## src/rtl/regfile_mp_pkg.sv

```systemverilog
// Shared definitions for the multi-port register file: the zero-register address
// and the address-legality rule used by the write merge, the read path and the scoreboard.
package regfile_mp_pkg;

    localparam int unsigned RF_ZERO_ADDR = 0;

    // An address is usable when it maps to a real register and is not the hardwired zero.
    function automatic logic rf_addr_ok(input int unsigned addr,
                                        input int unsigned nregs,
                                        input logic        zero_reg0);
        return (addr < nregs) && !(zero_reg0 && (addr == RF_ZERO_ADDR));
    endfunction

endpackage

```

## src/rtl/regfile_wr_merge.sv

```systemverilog
// Combinational priority merge of the write ports: per-register write enable/data
// and per-read-port forward hit/data. The highest-indexed write port wins on conflict.
module regfile_wr_merge
    import regfile_mp_pkg::*;
#(
    parameter int unsigned DATAWIDTH = 32,
    parameter int unsigned NUM_REGS  = 32,
    parameter int unsigned NUM_RD    = 2,
    parameter int unsigned NUM_WR    = 1,
    parameter logic        ZERO_REG0 = 1'b1,
    parameter int unsigned AW        = $clog2(NUM_REGS)
) (
    input  logic [NUM_WR-1:0]             wr_en,
    input  logic [NUM_WR*AW-1:0]          wr_addr,
    input  logic [NUM_WR*DATAWIDTH-1:0]   wr_data,
    input  logic [NUM_RD*AW-1:0]          rd_addr,
    output logic [NUM_REGS-1:0]           reg_we,
    output logic [NUM_REGS*DATAWIDTH-1:0] reg_wdata,
    output logic [NUM_RD-1:0]             fwd_hit,
    output logic [NUM_RD*DATAWIDTH-1:0]   fwd_data
);

    // Ascending port order: a later port simply overwrites an earlier one.
    always_comb begin
        reg_we    = '0;
        reg_wdata = '0;
        fwd_hit   = '0;
        fwd_data  = '0;
        for (int unsigned w = 0; w < NUM_WR; w++) begin
            if (wr_en[w] && rf_addr_ok(32'(wr_addr[w*AW +: AW]), NUM_REGS, ZERO_REG0)) begin
                for (int unsigned r = 0; r < NUM_REGS; r++) begin
                    if (wr_addr[w*AW +: AW] == AW'(r)) begin
                        reg_we[r]                         = 1'b1;
                        reg_wdata[r*DATAWIDTH +: DATAWIDTH] = wr_data[w*DATAWIDTH +: DATAWIDTH];
                    end
                end
                for (int unsigned p = 0; p < NUM_RD; p++) begin
                    if (rd_addr[p*AW +: AW] == wr_addr[w*AW +: AW]) begin
                        fwd_hit[p]                          = 1'b1;
                        fwd_data[p*DATAWIDTH +: DATAWIDTH] = wr_data[w*DATAWIDTH +: DATAWIDTH];
                    end
                end
            end
        end
    end

endmodule

```

## src/rtl/regfile_mp.sv

```systemverilog
// Parametrised multi-port register file: registered reads with write-first forwarding,
// optional hardwired-zero r0, and a per-register busy scoreboard for issue hazards.
module regfile_mp
    import regfile_mp_pkg::*;
#(
    parameter int unsigned DATAWIDTH = 32,
    parameter int unsigned NUM_REGS  = 32,
    parameter int unsigned NUM_RD    = 2,
    parameter int unsigned NUM_WR    = 1,
    parameter logic        ZERO_REG0 = 1'b1,
    parameter int unsigned AW        = $clog2(NUM_REGS)
) (
    input  logic                          clk,
    input  logic                          rst,
    input  logic [NUM_RD-1:0]             rd_en,
    input  logic [NUM_RD*AW-1:0]          rd_addr,
    output logic [NUM_RD*DATAWIDTH-1:0]   rd_data,
    output logic [NUM_RD-1:0]             rd_valid,
    input  logic [NUM_WR-1:0]             wr_en,
    input  logic [NUM_WR*AW-1:0]          wr_addr,
    input  logic [NUM_WR*DATAWIDTH-1:0]   wr_data,
    input  logic                          rsv_en,
    input  logic [AW-1:0]                 rsv_addr,
    output logic [NUM_REGS-1:0]           busy
);

    logic [DATAWIDTH-1:0]          mem [NUM_REGS];
    logic [NUM_REGS-1:0]           reg_we;
    logic [NUM_REGS*DATAWIDTH-1:0] reg_wdata;
    logic [NUM_RD-1:0]             fwd_hit;
    logic [NUM_RD*DATAWIDTH-1:0]   fwd_data;
    logic [NUM_RD*DATAWIDTH-1:0]   rd_next;
    logic                          rsv_ok;

    regfile_wr_merge #(
        .DATAWIDTH (DATAWIDTH),
        .NUM_REGS  (NUM_REGS),
        .NUM_RD    (NUM_RD),
        .NUM_WR    (NUM_WR),
        .ZERO_REG0 (ZERO_REG0),
        .AW        (AW)
    ) u_wr_merge (
        .wr_en     (wr_en),
        .wr_addr   (wr_addr),
        .wr_data   (wr_data),
        .rd_addr   (rd_addr),
        .reg_we    (reg_we),
        .reg_wdata (reg_wdata),
        .fwd_hit   (fwd_hit),
        .fwd_data  (fwd_data)
    );

    // Forwarded data takes precedence; illegal and zero addresses read as 0.
    always_comb begin
        rd_next = '0;
        for (int unsigned p = 0; p < NUM_RD; p++) begin
            if (fwd_hit[p])
                rd_next[p*DATAWIDTH +: DATAWIDTH] = fwd_data[p*DATAWIDTH +: DATAWIDTH];
            else if (rf_addr_ok(32'(rd_addr[p*AW +: AW]), NUM_REGS, ZERO_REG0))
                rd_next[p*DATAWIDTH +: DATAWIDTH] = mem[rd_addr[p*AW +: AW]];
        end
    end

    always_comb rsv_ok = rsv_en && rf_addr_ok(32'(rsv_addr), NUM_REGS, ZERO_REG0);

    always_ff @(posedge clk or posedge rst) begin
        if (rst) begin
            for (int unsigned r = 0; r < NUM_REGS; r++)
                mem[r] <= '0;
        end else begin
            for (int unsigned r = 0; r < NUM_REGS; r++)
                if (reg_we[r])
                    mem[r] <= reg_wdata[r*DATAWIDTH +: DATAWIDTH];
        end
    end

    always_ff @(posedge clk or posedge rst) begin
        if (rst) begin
            rd_data  <= '0;
            rd_valid <= '0;
        end else begin
            rd_valid <= rd_en;
            for (int unsigned p = 0; p < NUM_RD; p++)
                if (rd_en[p])
                    rd_data[p*DATAWIDTH +: DATAWIDTH] <= rd_next[p*DATAWIDTH +: DATAWIDTH];
        end
    end

    // A new reservation outranks a completing write to the same register.
    always_ff @(posedge clk or posedge rst) begin
        if (rst) begin
            busy <= '0;
        end else begin
            for (int unsigned r = 0; r < NUM_REGS; r++) begin
                if (rsv_ok && (rsv_addr == AW'(r)))
                    busy[r] <= 1'b1;
                else if (reg_we[r])
                    busy[r] <= 1'b0;
            end
        end
    end

endmodule

```

## config.mk

```make
export PLATFORM = sky130hd
export DESIGN_NAME = regfile_mp
export DESIGN_NICKNAME = d
export VERILOG_FILES = /design/src/rtl/regfile_mp_pkg.sv /design/src/rtl/regfile_wr_merge.sv /design/src/rtl/regfile_mp.sv
export SDC_FILE = /design/constraint.sdc
export NUM_CORES = 2
export LEC_CHECK = 0
export CORE_MARGIN = 2
export CORE_UTILIZATION = 34
export DETAILED_ROUTE_END_ITERATION = 16
export SLEW_MARGIN = 20
export SYNTH_ARGS = -nofsm -noshare
export SYNTH_HDL_FRONTEND = slang
export SYNTH_SLANG_ARGS = --single-unit
```

## constraint.sdc

```tcl
create_clock -name clk -period 60.4 [get_ports clk]
set_input_delay 9.06 -clock clk [delete_from_list [all_inputs] [get_ports clk]]
set_output_delay 9.06 -clock clk [all_outputs]
set_load 0.01 [all_outputs]
```

### Word level (Yosys, flattened, before mapping)

Index checks and enable logic that the tools add are counted.

| storage, ports and cells | value |
|---|---|
| register bits after elaboration | 1122 |
| input port bits | 58 |
| output and inout port bits | 98 |
| logic and storage cells | 353 |

| operators by class | value |
|---|---|
| $lt $le $gt $ge | 2 |
| equal/unequal tests | 64 |
| muxes and demuxes | 146 |
| bitwise logic cells | 2 |
| reductions and logical operators | 72 |

Operator list:

| kind | number |
|---|---|
| 32-bit two-way mux | 43 |
| 1024-bit two-way mux | 1 |
| 32-bit binary-select mux with 5-bit select | 2 |
| 5-bit equality test, second input constant | 32 |
| 1-bit two-way mux | 98 |
| 5-bit by 4-bit equality test with 1-bit output, second input constant | 16 |
| 64-bit two-way mux | 1 |
| 2-bit nonzero test | 32 |
| 5-bit by 3-bit equality test with 1-bit output, second input constant | 8 |
| 1-bit logical AND | 34 |
| 5-bit by 2-bit equality test with 1-bit output, second input constant | 4 |
| 5-bit zero test | 4 |
| 6-bit greater-or-equal comparator, second input constant | 2 |
| 5-bit inverter with 6-bit output | 2 |
| 5-bit by 1-bit equality test with 1-bit output, second input constant | 2 |
| 5-bit equality test | 2 |
| 1-bit zero test | 2 |
| 2-bit two-way mux | 1 |

### Logic depth before layout (Yosys ltp)

| logic depth | value |
|---|---|
| word-level depth | 6 |
| mapped depth | 8 |
| depth with buffers taken out | 5 |

### Cells and area by module

A second synthesis with hierarchy kept.

| unflattened totals | value |
|---|---|
| cell total of the unflattened synthesis | 5390 |
| area, all modules | 66696.5 µm² |

Modules (own cells, without submodules):

| module | instances | cells an instance | area each (µm²) | sequential area each (µm²) |
|---|---|---|---|---|
| regfile_mp | 1 | 3985 | 58387.2 | 28076.9 |
| regfile_wr_merge | 1 | 1405 | 8309.2 | 0.0 |

### Least setup slack after synthesis

No wires, ideal clock.

| path | value |
|---|---|
| path type | input-to-reg |
| start point | input rd_addr[5] |
| end point | register rd_data[32] |
| setup time | 0.126 ns |
| arrival | 10.634 ns |
| data required time | 60.274 ns |
| path slack | 49.640 ns |
| stages | 8 |
| path buffers | 3 |
| cell sequence | buf_2 -> buf_2 -> buf_2 -> mux4_2 -> a22oi_1 -> nand2_1 -> a32oi_1 -> o21ai_1 |

| on the way | value |
|---|---|
| word-level cells in the longest chain between the ends | 6 |
| elaborated cells on any way between the ends | 12 |
| classes of those cells | eq/ne: 1; mux: 9; bitwise: 1; reduce/logical: 1 |

Ends and longest elaborated chain:

| element | line | text |
|---|---|---|
| start, declared | regfile_mp.sv:16 | `input logic [NUM_RD*AW-1:0] rd_addr,` |
| 5-bit inverter with 6-bit output (implied by the code) | regfile_mp.sv:60 | `rd_next[p*DATAWIDTH +: DATAWIDTH] = mem[rd_addr[p*AW +: AW]];` |
| 32-bit binary-select mux with 5-bit select | regfile_mp.sv:60 |  |
| 32-bit two-way mux (implied by the code) (2 in series) | regfile_mp.sv:60 |  |
| 32-bit two-way mux | regfile_mp.sv:59 | `else if (rf_addr_ok(32'(rd_addr[p*AW +: AW]), NUM_REGS, ZERO_REG0))` |
| 32-bit two-way mux (*) | regfile_mp.sv:57 | `if (fwd_hit[p])` |
| end signal, assigned by index | regfile_mp.sv:85 | `rd_data[p*DATAWIDTH +: DATAWIDTH] <= rd_next[p*DATAWIDTH +: DATAWIDTH];` |
| end, declared | regfile_mp.sv:17 | `output logic [NUM_RD*DATAWIDTH-1:0] rd_data,` |

Every way passes the cells marked *; elsewhere a longest branch is shown, timed or not. The select of a mux whose other input is x is not followed.
A chain may end at the register's enable or synchronous reset.

### Final worst setup path

| path | value |
|---|---|
| start point | input rd_addr[5] |
| end point | register rd_data[60] |

Same word-level chain as after synthesis.

==> flow_summary.yaml <==
setup_path:
  r2r-start: "mem[576]"
  rrSetupSlack_ns: 58.37
  worstSetupStartpointType: "primary input"
  critPathKind: "in2reg"
  critical_path_required_ns: 61.02
  r2r-end: "rd_data[32]"
  crit_arrival_ns: 13.03
  end_kind: "flip-flop"
  cp_max_fo: 47
  worstRegToRegCells: 5
placement:
  dp_cells: 5895
  port_buffers: 155
  gp_congestion: 0.778
  place_hpwl_um: 103000
  place_area_mm2: 0.0610
clock_tree:
  clkTransAtPathRegs_ns: 0.06
  post_cts_buffers: 0
  cts_made_buffers: 121
  cts.htree.levels: 3
  cts_tree: "built"
  cts_sinks: 1122
  clk-insertion-delay-late_ns: 0.75
  post_cts_resized: 0
  clk_path_buf_depth: 3
  ctsHoldBuffers: 0
  cts-root-buf: "clkbuf_16"
routing:
  wl_per_cell_um: 30.8
  drc_errors: 0
  wl_um: 189000
  dr.pass1.iters: 5
  vias_per_cell: 6.02
  drt_iter0_drc: 3088
  ant_nets: 0
  vias: 36818
worst_hold_path:
  hold_end: "busy[0]"
  min_from: "busy[0]"
  holdPathStages: 0
  min_path_type: "reg2reg"
global_routing:
  antenna_found_initial: 3
  track_usage_pct: 21.8
  grt_pass1_wl_um: 277000
  grt_overflow: 0
  grt_pass1_vias: 38572
  grt_max_degree: 169
timing:
  drv_slew: 0
  final.min_clock_period_ns: 12.41
  hold_viol: 0
  rsz0062_at_grt: "no"
  worst_pin_slew_ns: 1.17
  fin_crit_sh_pct: 20.5
  fin_worst_skew_ns: 0.0310
  max_freq_mhz: 80.6
  slew_headroom_pct: 21.9
  setup_tns_ns: 0
  setup_viol: 0
layout:
  nNetsFinal: 3859
  area_growth_pct: 12.8
  nFillCells: 15779
  layout-drive-gt1-share_pct: 48.0
  final_util_pct: 38.5
  stdcell_area_mm2: 0.0650
  stdcell_count: 6119
pwr:
  seqPwrFrac_pct: 45.2
  ir_worst_vdd_v: 0.0000258
  swShare_pct: 26.9
  clkPwrFrac_pct: 35.1
  p_leak_nw: 27.4
  combPwrFrac_pct: 19.6
  powerDensity_mw_per_mm2: 33.8
  p_int_mw: 1.61
  p_switching_mw: 0.590
  power_mw: 2.20
yosys:
  synth-edff-count: 0
  synth_common_cells: "dfrtp_1, mux2_2, mux4_2"
  synth-main-ff-cell: "dfrtp_1"
  syn_inst: 3893
  yosysMostFrequentCell: "dfrtp_1"
  syn_area_mm2: 0.0577
  ys_seq_area_share_pct: 48.7
  netlist-cell-type-count: 42
  ys_warn_count: 0
  synth.largest_area_cell: "dfrtp_1"
  syn-num-nets: 3951
  synth_area_per_cell_um2: 14.8
  synth-async-reset-ratio_pct: 100
  synth-seq-cells: 1122
  netlist.area_leader.share_pct: 48.7
  synthTopCellsByArea: "dfrtp_1, mux4_2, mux2_2, a22oi_1, clkbuf_1"
die:
  io_pins: 156
  die_area_mm2: 0.173
  core_mm2: 0.169
  die_h_um: 416
  num_rows: 151
  die_w_um: 416
  start_util_pct: 34.1
outcome:
  status: "finished, final reports clean"
flow_run:
  cap_violations: 0
## cells by family after synthesis
logic type	synth area share, %
AOI/OAI and AO/OA	5.99
xor gates and xnor gates	0.152
buffers and inverters	3.57
DFF	48.7
muxes	39.4
and+or+nand+nor	2.16
## worst max-delay path: stages
cell and delay [ns]:
buf_8 0.46, buf_4 0.79, buf_4 0.70, buf_4 0.72
mux4_2 0.60, a22oi_1 0.21, nand2_1 0.09, a32oi_1 0.19
o21ai_1 0.09
## routing by layer
metal  part of all wire (%)  vias up  GRT usage [%]
met5                 0.0069        -              0
met2                     50     1505           36.5
met3                    6.5      402           3.49
met1                     40    20051           27.9
met4                    4.4        2           9.36
li1                       -    14858              -
## worst max path at each step
| stage | start | endpoint | slack (ns) | cells past startpoint |
|---|---|---|---|---|
| final | rd_addr[5] | rd_data[60] | 47.99 | 9 |
| after global routing | rd_addr[5] | rd_data[58] | 47.59 | 9 |
| after CTS | rd_addr[5] | rd_data[59] | 47.90 | 9 |
| after detailed placement | rd_addr[5] | rd_data[59] | 47.11 | 9 |
| after global placement | rd_addr[5] | rd_data[59] | 47.06 | 9 |
| after floorplan | rst | busy[0] | 19.74 | 1 |
## registers in the layout, indices dropped and copies added (netlist names)
register	cells
busy	32
mem	1024
rd_valid	2
rd_data	64
## power by group through the flow
stage / combinational, mW / sequential (mW) / clock [mW]
finish: 0.431 / 0.994 / 0.772
global route: 0.461 / 1.01 / 0.817
CTS: 0.434 / 0.993 / 0.786
detailed placement: 0.433 / 1.01 / 0
global placement: 0.425 / 0.997 / 0
floorplan: 0.325 / 0.978 / 0
## through the flow
step	hold slack, ns	worst slack, ns
after floorplan	0.425	19.74
after global placement	0.369	47.06
after detailed placement	0.368	47.11
after CTS	0.381	47.90
after global routing	0.394	47.59
final	0.380	47.99
## placed cells by master (no fill, tap or decap), types with 5 or more instances in the layout
master,netlist,routed
a21oi_1,37,32
a21oi_4,0,5
clkbuf_1,259,24
nand2_1,148,138
inv_1,18,16
buf_12,0,7
a22o_1,12,12
a32oi_1,63,63
a22oi_1,251,251
nand2_2,0,6
o21ai_1,60,60
mux2_2,993,993
nor2_4,0,11
o21ai_0,16,16
mux2i_1,10,10
clkinv_2,0,28
dfrtp_1,1122,1122
clkbuf_16,0,124
nand3_1,6,6
a31oi_1,32,32
xor2_1,10,10
clkbuf_8,0,30
buf_2,152,29
o22ai_1,13,13
nor2_1,82,74
nand3b_1,6,6
mux4_2,508,508
buf_4,22,77
clkdlybuf4s50_1,0,122
bufinv_16,0,11
## cell type report
type	count	area [um^2]	area share [%]
Antenna cell	2	5.00	0.00770
Clock buffer	178	3610	5.55
Clock inverter	43	512	0.787
Inverter	19	78.8	0.121
Multi-Input combinational cell	2297	27800	42.7
Sequential cell	1122	28100	43.2
Tap cell	2218	2780	4.27
Timing Repair Buffer	240	2170	3.34
Power figures use the tool's default switching activity.
